[src/rtl/reg32_load_sequencer_if.sv]
// Bundle between the byte-stream front end / op requester and the FunSel register sequencer.
// The sequencer uses the slave modport; the requester side uses master.
interface reg32_load_sequencer_if;
  logic        Start;
  logic [1:0]  Len;
  logic        SignExt;
  logic [7:0]  ByteIn;
  logic        ByteValid;
  logic        ByteReady;
  logic        OpReq;
  logic [1:0]  OpCode;
  logic        OpAck;
  logic        RegE;
  logic [2:0]  RegFunSel;
  logic [31:0] RegI;
  logic        Busy;
  logic        Done;
  logic        Err;

  modport master (
    output Start, Len, SignExt, ByteIn, ByteValid, OpReq, OpCode,
    input  ByteReady, OpAck, RegE, RegFunSel, RegI, Busy, Done, Err
  );

  modport slave (
    input  Start, Len, SignExt, ByteIn, ByteValid, OpReq, OpCode,
    output ByteReady, OpAck, RegE, RegFunSel, RegI, Busy, Done, Err
  );
endinterface

[src/rtl/reg32_load_sequencer.sv]
// Sequences a 32-bit FunSel register: big-endian 1..4 byte loads, sign-extended halfword
// loads and single inc/dec/clear ops. Optional stall timeout under REG_SEQ_TIMEOUT_EN.
module reg32_load_sequencer #(
  parameter int unsigned TIMEOUT = 255
) (
  input  logic                        Clock,
  input  logic                        Reset,
  reg32_load_sequencer_if.slave       bus
);

  typedef enum logic [1:0] {
    ST_IDLE    = 2'd0,
    ST_COLLECT = 2'd1,
    ST_FLUSH   = 2'd2,
    ST_DONE    = 2'd3
  } state_e;

  localparam logic [2:0] FS_DEC   = 3'b000;
  localparam logic [2:0] FS_INC   = 3'b001;
  localparam logic [2:0] FS_CLR   = 3'b011;
  localparam logic [2:0] FS_LOAD  = 3'b100;
  localparam logic [2:0] FS_SHIFT = 3'b110;
  localparam logic [2:0] FS_SEXT  = 3'b111;

  if (TIMEOUT < 1 || TIMEOUT > 255) begin : g_bad_timeout
    $error("reg32_load_sequencer: TIMEOUT must be in 1..255");
  end

  state_e      state_q, state_d;
  logic [1:0]  len_q, len_d;
  logic        sign_ext_q, sign_ext_d;
  logic [1:0]  cnt_q, cnt_d;
  logic [7:0]  hold_q, hold_d;
  logic        last_start_q, last_start_d;
  logic        byte_ready_q, byte_ready_d;
  logic        op_ack_q, op_ack_d;
  logic        reg_e_q, reg_e_d;
  logic [2:0]  reg_fun_sel_q, reg_fun_sel_d;
  logic [31:0] reg_i_q, reg_i_d;
  logic        busy_q, busy_d;
  logic        done_q, done_d;
  logic        grant_start;
  logic        grant_op;
  logic        accept;

`ifdef REG_SEQ_TIMEOUT_EN
  localparam logic [7:0] STALL_LIMIT = 8'(TIMEOUT - 1);
  logic [7:0] stall_q, stall_d;
  logic       err_q, err_d;
`endif

  always_comb begin
    state_d       = state_q;
    len_d         = len_q;
    sign_ext_d    = sign_ext_q;
    cnt_d         = cnt_q;
    hold_d        = hold_q;
    last_start_d  = last_start_q;
    byte_ready_d  = byte_ready_q;
    op_ack_d      = 1'b0;
    reg_e_d       = 1'b0;
    reg_fun_sel_d = reg_fun_sel_q;
    reg_i_d       = reg_i_q;
    busy_d        = busy_q;
    done_d        = 1'b0;
    grant_start   = 1'b0;
    grant_op      = 1'b0;
    accept        = bus.ByteValid & byte_ready_q;
`ifdef REG_SEQ_TIMEOUT_EN
    stall_d       = stall_q;
    err_d         = 1'b0;
`endif

    case (state_q)
      ST_IDLE: begin
        // No arbitration while the previous grant's write is still on the bus.
        if (!op_ack_q && !reg_e_q) begin
          grant_start = bus.Start & (~bus.OpReq | ~last_start_q);
          grant_op    = bus.OpReq & ~grant_start;
        end
        if (grant_start) begin
          len_d        = bus.Len;
          sign_ext_d   = bus.SignExt & (bus.Len == 2'd1);
          cnt_d        = 2'd0;
          state_d      = ST_COLLECT;
          byte_ready_d = 1'b1;
          busy_d       = 1'b1;
          last_start_d = 1'b1;
`ifdef REG_SEQ_TIMEOUT_EN
          stall_d      = 8'd0;
`endif
        end else if (grant_op) begin
          op_ack_d     = 1'b1;
          last_start_d = 1'b0;
          case (bus.OpCode)
            2'b00:   begin reg_e_d = 1'b1; reg_fun_sel_d = FS_DEC; end
            2'b01:   begin reg_e_d = 1'b1; reg_fun_sel_d = FS_INC; end
            2'b10:   begin reg_e_d = 1'b1; reg_fun_sel_d = FS_CLR; end
            default: reg_e_d = 1'b0;
          endcase
        end
      end

      ST_COLLECT: begin
        if (accept) begin
`ifdef REG_SEQ_TIMEOUT_EN
          stall_d = 8'd0;
`endif
          if (sign_ext_q) begin
            if (cnt_q == 2'd0) begin
              hold_d = bus.ByteIn;
              cnt_d  = 2'd1;
            end else begin
              reg_e_d       = 1'b1;
              reg_fun_sel_d = FS_SEXT;
              reg_i_d       = {16'b0, hold_q, bus.ByteIn};
              state_d       = ST_FLUSH;
              byte_ready_d  = 1'b0;
            end
          end else begin
            reg_e_d       = 1'b1;
            reg_fun_sel_d = (cnt_q == 2'd0) ? FS_LOAD : FS_SHIFT;
            reg_i_d       = {24'b0, bus.ByteIn};
            cnt_d         = cnt_q + 2'd1;
            if (cnt_q == len_q) begin
              state_d      = ST_FLUSH;
              byte_ready_d = 1'b0;
            end
          end
        end
`ifdef REG_SEQ_TIMEOUT_EN
        else if (stall_q == STALL_LIMIT) begin
          err_d        = 1'b1;
          state_d      = ST_IDLE;
          byte_ready_d = 1'b0;
          busy_d       = 1'b0;
        end else begin
          stall_d = stall_q + 8'd1;
        end
`endif
      end

      // Last write is on the bus here; DONE follows so the value is visible with Done.
      ST_FLUSH: begin
        state_d = ST_DONE;
        done_d  = 1'b1;
      end

      ST_DONE: begin
        state_d = ST_IDLE;
        busy_d  = 1'b0;
      end

      default: state_d = ST_IDLE;
    endcase
  end

  always_ff @(posedge Clock or negedge Reset) begin
    if (!Reset) begin
      state_q       <= ST_IDLE;
      len_q         <= 2'd0;
      sign_ext_q    <= 1'b0;
      cnt_q         <= 2'd0;
      hold_q        <= 8'd0;
      last_start_q  <= 1'b0;
      byte_ready_q  <= 1'b0;
      op_ack_q      <= 1'b0;
      reg_e_q       <= 1'b0;
      reg_fun_sel_q <= 3'b000;
      reg_i_q       <= 32'd0;
      busy_q        <= 1'b0;
      done_q        <= 1'b0;
`ifdef REG_SEQ_TIMEOUT_EN
      stall_q       <= 8'd0;
      err_q         <= 1'b0;
`endif
    end else begin
      state_q       <= state_d;
      len_q         <= len_d;
      sign_ext_q    <= sign_ext_d;
      cnt_q         <= cnt_d;
      hold_q        <= hold_d;
      last_start_q  <= last_start_d;
      byte_ready_q  <= byte_ready_d;
      op_ack_q      <= op_ack_d;
      reg_e_q       <= reg_e_d;
      reg_fun_sel_q <= reg_fun_sel_d;
      reg_i_q       <= reg_i_d;
      busy_q        <= busy_d;
      done_q        <= done_d;
`ifdef REG_SEQ_TIMEOUT_EN
      stall_q       <= stall_d;
      err_q         <= err_d;
`endif
    end
  end

  assign bus.ByteReady = byte_ready_q;
  assign bus.OpAck     = op_ack_q;
  assign bus.RegE      = reg_e_q;
  assign bus.RegFunSel = reg_fun_sel_q;
  assign bus.RegI      = reg_i_q;
  assign bus.Busy      = busy_q;
  assign bus.Done      = done_q;
`ifdef REG_SEQ_TIMEOUT_EN
  assign bus.Err       = err_q;
`else
  assign bus.Err       = 1'b0;
`endif

endmodule

[src/flat_wrapper.sv]
// flat-port wrapper written by rule: the top's interface ports become plain ports
module reg32_load_sequencer_flat 
#(
  parameter int unsigned TIMEOUT = 255
)
  (Clock, Reset, bus_Start, bus_Len, bus_SignExt, bus_ByteIn, bus_ByteValid, bus_OpReq, bus_OpCode, bus_ByteReady, bus_OpAck, bus_RegE, bus_RegFunSel, bus_RegI, bus_Busy, bus_Done, bus_Err);
  reg32_load_sequencer_if bus_i ();
  input  logic Clock;
  input  logic Reset;
  input wire logic [$bits(bus_i.Start)-1:0] bus_Start;
  input wire logic [$bits(bus_i.Len)-1:0] bus_Len;
  input wire logic [$bits(bus_i.SignExt)-1:0] bus_SignExt;
  input wire logic [$bits(bus_i.ByteIn)-1:0] bus_ByteIn;
  input wire logic [$bits(bus_i.ByteValid)-1:0] bus_ByteValid;
  input wire logic [$bits(bus_i.OpReq)-1:0] bus_OpReq;
  input wire logic [$bits(bus_i.OpCode)-1:0] bus_OpCode;
  output wire logic [$bits(bus_i.ByteReady)-1:0] bus_ByteReady;
  output wire logic [$bits(bus_i.OpAck)-1:0] bus_OpAck;
  output wire logic [$bits(bus_i.RegE)-1:0] bus_RegE;
  output wire logic [$bits(bus_i.RegFunSel)-1:0] bus_RegFunSel;
  output wire logic [$bits(bus_i.RegI)-1:0] bus_RegI;
  output wire logic [$bits(bus_i.Busy)-1:0] bus_Busy;
  output wire logic [$bits(bus_i.Done)-1:0] bus_Done;
  output wire logic [$bits(bus_i.Err)-1:0] bus_Err;
  assign bus_i.Start = bus_Start;
  assign bus_i.Len = bus_Len;
  assign bus_i.SignExt = bus_SignExt;
  assign bus_i.ByteIn = bus_ByteIn;
  assign bus_i.ByteValid = bus_ByteValid;
  assign bus_i.OpReq = bus_OpReq;
  assign bus_i.OpCode = bus_OpCode;
  assign bus_ByteReady = bus_i.ByteReady;
  assign bus_OpAck = bus_i.OpAck;
  assign bus_RegE = bus_i.RegE;
  assign bus_RegFunSel = bus_i.RegFunSel;
  assign bus_RegI = bus_i.RegI;
  assign bus_Busy = bus_i.Busy;
  assign bus_Done = bus_i.Done;
  assign bus_Err = bus_i.Err;
  reg32_load_sequencer #(.TIMEOUT(TIMEOUT)) u_core (.Clock(Clock), .Reset(Reset), .bus(bus_i));
endmodule
[config.mk]
export PLATFORM = sky130hd
export DESIGN_NAME = reg32_load_sequencer_flat
export DESIGN_NICKNAME = d
export VERILOG_FILES = /design/src/rtl/reg32_load_sequencer_if.sv /design/src/rtl/reg32_load_sequencer.sv /design/src/flat_wrapper.sv
export SDC_FILE = /design/constraint.sdc
export NUM_CORES = 1
export LEC_CHECK = 0
export ABC_AREA = 1
export BUFFER_PORTS_ARGS = -buffer_cell sky130_fd_sc_hd__buf_2
export CAP_MARGIN = 20
export CORE_UTILIZATION = 45
export DETAILED_ROUTE_END_ITERATION = 12
export PLACE_DENSITY_LB_ADDON = 0.15
export SYNTH_ARGS = -nofsm -noshare
export SYNTH_HDL_FRONTEND = slang
export SYNTH_SLANG_ARGS = --single-unit
[constraint.sdc]
create_clock -name Clock -period 2.1 [get_ports Clock]
set_clock_uncertainty 0.2 [all_clocks]
set_input_delay 0.42 -clock Clock [delete_from_list [all_inputs] [get_ports Clock]]
set_output_delay 0.42 -clock Clock [all_outputs]
set_load 0.05 [all_outputs]
-- After elaboration in Yosys (flattened, before gate mapping)
Index checks and enable logic that the tools add are counted.
- bitwise operators: 8
- add/sub/neg operators: 1
- mux-type cells: 45
- eq/ne operators: 16
- reductions and logical operators: 19
- operator list (cell ; number):
    2-to-1 mux 32 bit ; 2
    2-to-1 mux 1 bit ; 21
    2-to-1 mux 2 bit ; 10
    2-to-1 mux 3 bit ; 5
    AND reduction 4 bit ; 3
    case mux 3 bit (3 select lines) ; 1
    case mux 2 bit (4 select lines) ; 1
    equality test 2 x 1 -> 1 bit (second input constant) ; 3
    equality test 2 bit (second input constant) ; 3
    logical NOT 2 bit ; 3
    inequality test 2 x 1 -> 1 bit (second input constant) ; 3
    inequality test 3 bit (second input constant) ; 2
    case mux 1 bit (2 select lines) ; 3
    case mux 3 bit (2 select lines) ; 1
    AND reduction 2 bit ; 3
    AND reduction 6 bit ; 1
    nonzero test 2 bit ; 3
    AND reduction 5 bit ; 1
    bitwise AND 1 bit ; 4
    inequality test 2 bit (second input constant) ; 2
    inequality test 4 bit (second input constant) ; 1
    case mux 2 bit (2 select lines) ; 1
    inequality test 3 x 1 -> 1 bit (second input constant) ; 1
    inverter 1 bit ; 3
    7 further kinds ; 8
- bits of input ports: 18
- register bits: 56
- output and inout bits: 41
- word-level logic and storage cells: 102

-- Longest topological paths before layout
- word-level depth: 10
- mapped depth: 9
- depth with buffers taken out: 9

-- Worst setup path before layout
OpenSTA, ideal clock, no wires.
- kind: register -> register
- start: reg u_core.state_q[1]
- end: reg u_core.reg_i_q[12], in the netlist u_core.bus.RegI[12]
- data required time: 1.780 ns
- path slack: 0.421 ns
- library setup time: 0.120 ns
- path buffers: 1
- clock period less this slack: 1.679 ns
- cell stages (with the launch flop): 9
- data arrival time: 1.359 ns
- cell sequence: dfrtp_1 -> inv_1 -> ha_1 -> inv_4 -> nor2_8 -> o21ai_4 -> buf_6 -> nand2_1 -> o21ai_2
- cells in the longest elaborated chain, start to end: 2
- RTL lines (element ; RTL line ; RTL):
    start: declaration ; reg32_load_sequencer.sv:29 ; state_e state_q, state_d;
    start signal: assignment ; reg32_load_sequencer.sv:178 ; state_q <= state_d;
    equality test 2 x 1 -> 1 bit ; reg32_load_sequencer.sv:74 ; case (state_q)
    AND reduction 3 bit (no source line) ; n/a ;
    end signal: assignment ; reg32_load_sequencer.sv:188 ; reg_i_q <= reg_i_d;
    end: declaration ; reg32_load_sequencer.sv:39 ; logic [31:0] reg_i_q, reg_i_d;
Every way passes these cells.
A chain may end at the register's enable or synchronous reset.

-- Final worst setup path
- start: reg u_core.state_q[1]
- end: reg u_core.hold_q[3]
- cells in the longest elaborated chain, start to end: 2
- RTL lines (element ; RTL line ; RTL):
    equality test 2 x 1 -> 1 bit ; reg32_load_sequencer.sv:74 ;
    AND reduction 4 bit (no source line) ; n/a ;
    end signal: assignment ; reg32_load_sequencer.sv:182 ; hold_q <= hold_d;
    end: declaration ; reg32_load_sequencer.sv:33 ; logic [7:0] hold_q, hold_d;
Every way passes these cells.

==> flow_metrics.env <==
export IMPL_status="finished, violations left"
export IMPL_violations="design-rule violations"
export IMPL_die_h_um=71.0
export IMPL_tightest_slew_ns=0.683
export IMPL_hold_viol=0
export IMPL_fin_tns_setup_ns=0
export IMPL_initial_core_util=0.479
export IMPL_hp_class="input port to flop"
export IMPL_port_buffers=41
export IMPL_routedWlPerCell_um=11.5
export IMPL_cts_made_buffers=5
export IMPL_yosys_most_used_dff="dfrtp_1"
export IMPL_post_cts_buffers=0
export IMPL_max_freq_ghz=0.521
export IMPL_path_clk_slew_ns=0.07
export IMPL_fin_crit_sh=0.915
export IMPL_ctsHtreeMaxLevel=2
export IMPL_num_io_pins=59
export IMPL_holdWs_ns=0.154
export IMPL_drive_gt1_frac=0.331
export IMPL_ant_nets=0
export IMPL_worstPathRequired_ns=2.08
export IMPL_synth_top_area_share=0.467
export IMPL_drtIter0Drc=96
export IMPL_cp_num_buf_inv=2
export IMPL_syn_area_sq_um=2140
export IMPL_synth_most_common_cell="nand2_1"
export IMPL_crit_chain="inv_1 -> ha_1 -> inv_4 -> nor2_8 -> nand3_4 -> nand2_1 -> o21ai_2"
export IMPL_syn_inst=229
export IMPL_slew_violations=0
export IMPL_synthMuxAreaShare=0
export IMPL_ys_warn_count=0
export IMPL_dr_pass1_iters=10
export IMPL_routabilityCongestion=0.731
export IMPL_hpwl_um=2670
export IMPL_cp_end_kind="flop"
export IMPL_antenna_cells=0
export IMPL_synth_top_family_by_area="simple AND/OR/NAND/NOR gates"
export IMPL_syn_area_per_cell_sq_um=9.36
export IMPL_grt_pass1_wl_um=6380
export IMPL_synthTopCellsByArea="dfrtp_1, nand2_1, o21ai_2"
export IMPL_post_place_ws_ns=0.0589
export IMPL_placed_area_sq_um=2320
export IMPL_setup_worst_path_class="flop to flop"
export IMPL_antenna_found_initial=0
export IMPL_setup_slack_ns=0.179
export IMPL_postSynth_asyncResetShare=1.00
export IMPL_cp_start_kind="flop"
export IMPL_insertion_delay_ns=0.29
export IMPL_ys_ff_latch=40
export IMPL_ys_types=27
export IMPL_synthAdderAreaFrac=0.0584
export IMPL_rows=24
export IMPL_overflow=0
export IMPL_cp_max_fo=16
export IMPL_clock_path_buffers=2
export IMPL_setup_violations_final=0
export IMPL_synth_xor_area_frac=0
export IMPL_synth_area_leader_cell="dfrtp_1"
export IMPL_cts_tree="built"
export IMPL_final_area_sq_um=2460
export IMPL_power_mw=3.84
export IMPL_yosysSeqAreaShare=0.467
export IMPL_drc=3
export IMPL_synth_simple_area_share=0.180
export IMPL_synth_edff_count=0
export IMPL_post_route_min_period_ns=1.92
export IMPL_multi_input_area_sq_um=931
export IMPL_clockRootBuffer="clkbuf_8"
export IMPL_fill_cells=430
export IMPL_seqCellArea_sq_um=1000
export IMPL_leakage_nw=1.35
export IMPL_grt_setup_unrepaired="false"
export IMPL_area_delta_synth_final_pct=14.7
export IMPL_timing_slew_headroom=0.543
export IMPL_cpPeakStageDelay_ns=0.41
export IMPL_synth_compound_area_share=0.158
export IMPL_yosys_top_cells_count="nand2_1, dfrtp_1, inv_1"
export IMPL_grt_total_usage=0.167
export IMPL_drt_vias_per_instance=4.65
export IMPL_nets=305
export IMPL_critPathArrivalTime_ns=1.90
export IMPL_core_area_sq_um=4470
export IMPL_ir_drop_mv=0.592
export IMPL_vias=1533
export IMPL_die_x_um=71.0
export IMPL_die_area_sq_um=5040
export IMPL_slowest_stage="dfrtp_1"
export IMPL_critPathTopFamily="simple AND/OR/NAND/NOR gates"
export IMPL_cts_sinks=40
export IMPL_routed_wl_um=3800
export IMPL_grt_max_degree=34
export IMPL_grt_pass1_vias=1434
export IMPL_power_density_nw_per_um2=1560
export IMPL_maxCapViolCount=0
-- worst register-to-register path, delay by kind of cell (launching register included) --
kind	cells	cell delay (ns)
DFF	1	0.41
adders and majority gates	1	0.35
AOI/OAI and AO/OA	1	0.06
buffers and inverters	2	0.24
and+or+nand+nor	3	0.56
-- cell type report --
class,count,share of cell area
Timing Repair Buffer,46,0.0998
Tap cell,52,0.0265
Clock buffer,5,0.0280
Clock inverter,3,0.0173
Multi-Input combinational cell,157,0.379
Inverter,27,0.0423
Sequential cell,40,0.407
-- sequential cells by signal, summed over array words and instances, names as in the netlist --
signal	flops
u_core.bus.RegE	1
u_core.last_start_q	1
u_core.bus.Done	1
u_core.cnt_q	2
u_core.len_q	2
u_core.bus.OpAck	1
u_core.state_q	2
u_core.bus.Busy	1
u_core.hold_q	8
u_core.bus.RegFunSel	3
u_core.sign_ext_q	1
u_core.bus.ByteReady	1
u_core.bus.RegI	16
-- cells in the final DEF (no fill, tap or decap), types with 3 or more instances in the layout --
cell      instances
buf_2            41
buf_4             4
clkbuf_8          5
conb_1           17
dfrtp_1          40
ha_1             10
inv_1            25
nand2_1          60
nand2_2           3
nand3_1           5
nor2_1            9
nor2_2            3
o21ai_0          10
o21ai_2          24
o21bai_1          3
-- per-stage QoR --
| step | utilization | cells |
|---|---|---|
| 3_3_place_gp | 0.518 | 320 |
| 6_report | 0.549 | 330 |
| 4_1_cts | 0.546 | 329 |
| 5_1_grt | 0.549 | 330 |
| 3_5_place_dp | 0.518 | 320 |
| 2_1_floorplan | - | 245 |
-- path summary, 6_finish.rpt --
path / startpoint / endpoint / slack [ns] / cells past startpoint
min in group asynchronous: Reset / u_core.bus.RegI[15]$_DFFE_PN0P_ / 0.44 / 2
max in group asynchronous: Reset / u_core.sign_ext_q$_DFFE_PN0N_ / 0.68 / 3
worst max register to register: u_core.state_q[1]$_DFFE_PN0P_ / u_core.hold_q[3]$_DFFE_PN0P_ / 0.18 / 7
worst min register to register: u_core.bus.RegI[7]$_DFFE_PN0P_ / u_core.bus.RegI[7]$_DFFE_PN0P_ / 0.28 / 2
worst min-delay path: bus_Len[1] / u_core.len_q[1]$_DFFE_PN0N_ / 0.15 / 3
worst max-delay path: u_core.state_q[1]$_DFFE_PN0P_ / u_core.hold_q[3]$_DFFE_PN0P_ / 0.18 / 7
-- cells by family after synthesis --
family / Yosys count
compound gates: 44
fa+ha+maj: 10
buf+inv: 49
flops: 40
other cells: 1
simple gates: 85
-- per-layer routing --
layer	up-vias	wire length [um]	global-route usage
li1	783	-	-
met2	52	1760	0.267
met3	2	207	0.0541
met1	696	1800	0.216
met4	0	29	0.0533
met5	-	0	0
-- timing repair --
action	CTS	global route
hold endpoints to repair	22	0
hold buffers	1	0
gates resized for setup	0	1
setup endpoints to repair	0	17
-- power by group --
group / internal [mW] / switching [mW] / leakage [nW] / total (mW)
clock: 0.352 / 0.272 / 0.0541 / 0.623
sequential: 1.08 / 0.163 / 0.521 / 1.24
combinational: 0.551 / 1.42 / 0.773 / 1.97
Note: power is estimated with default switching activity, not from simulation.
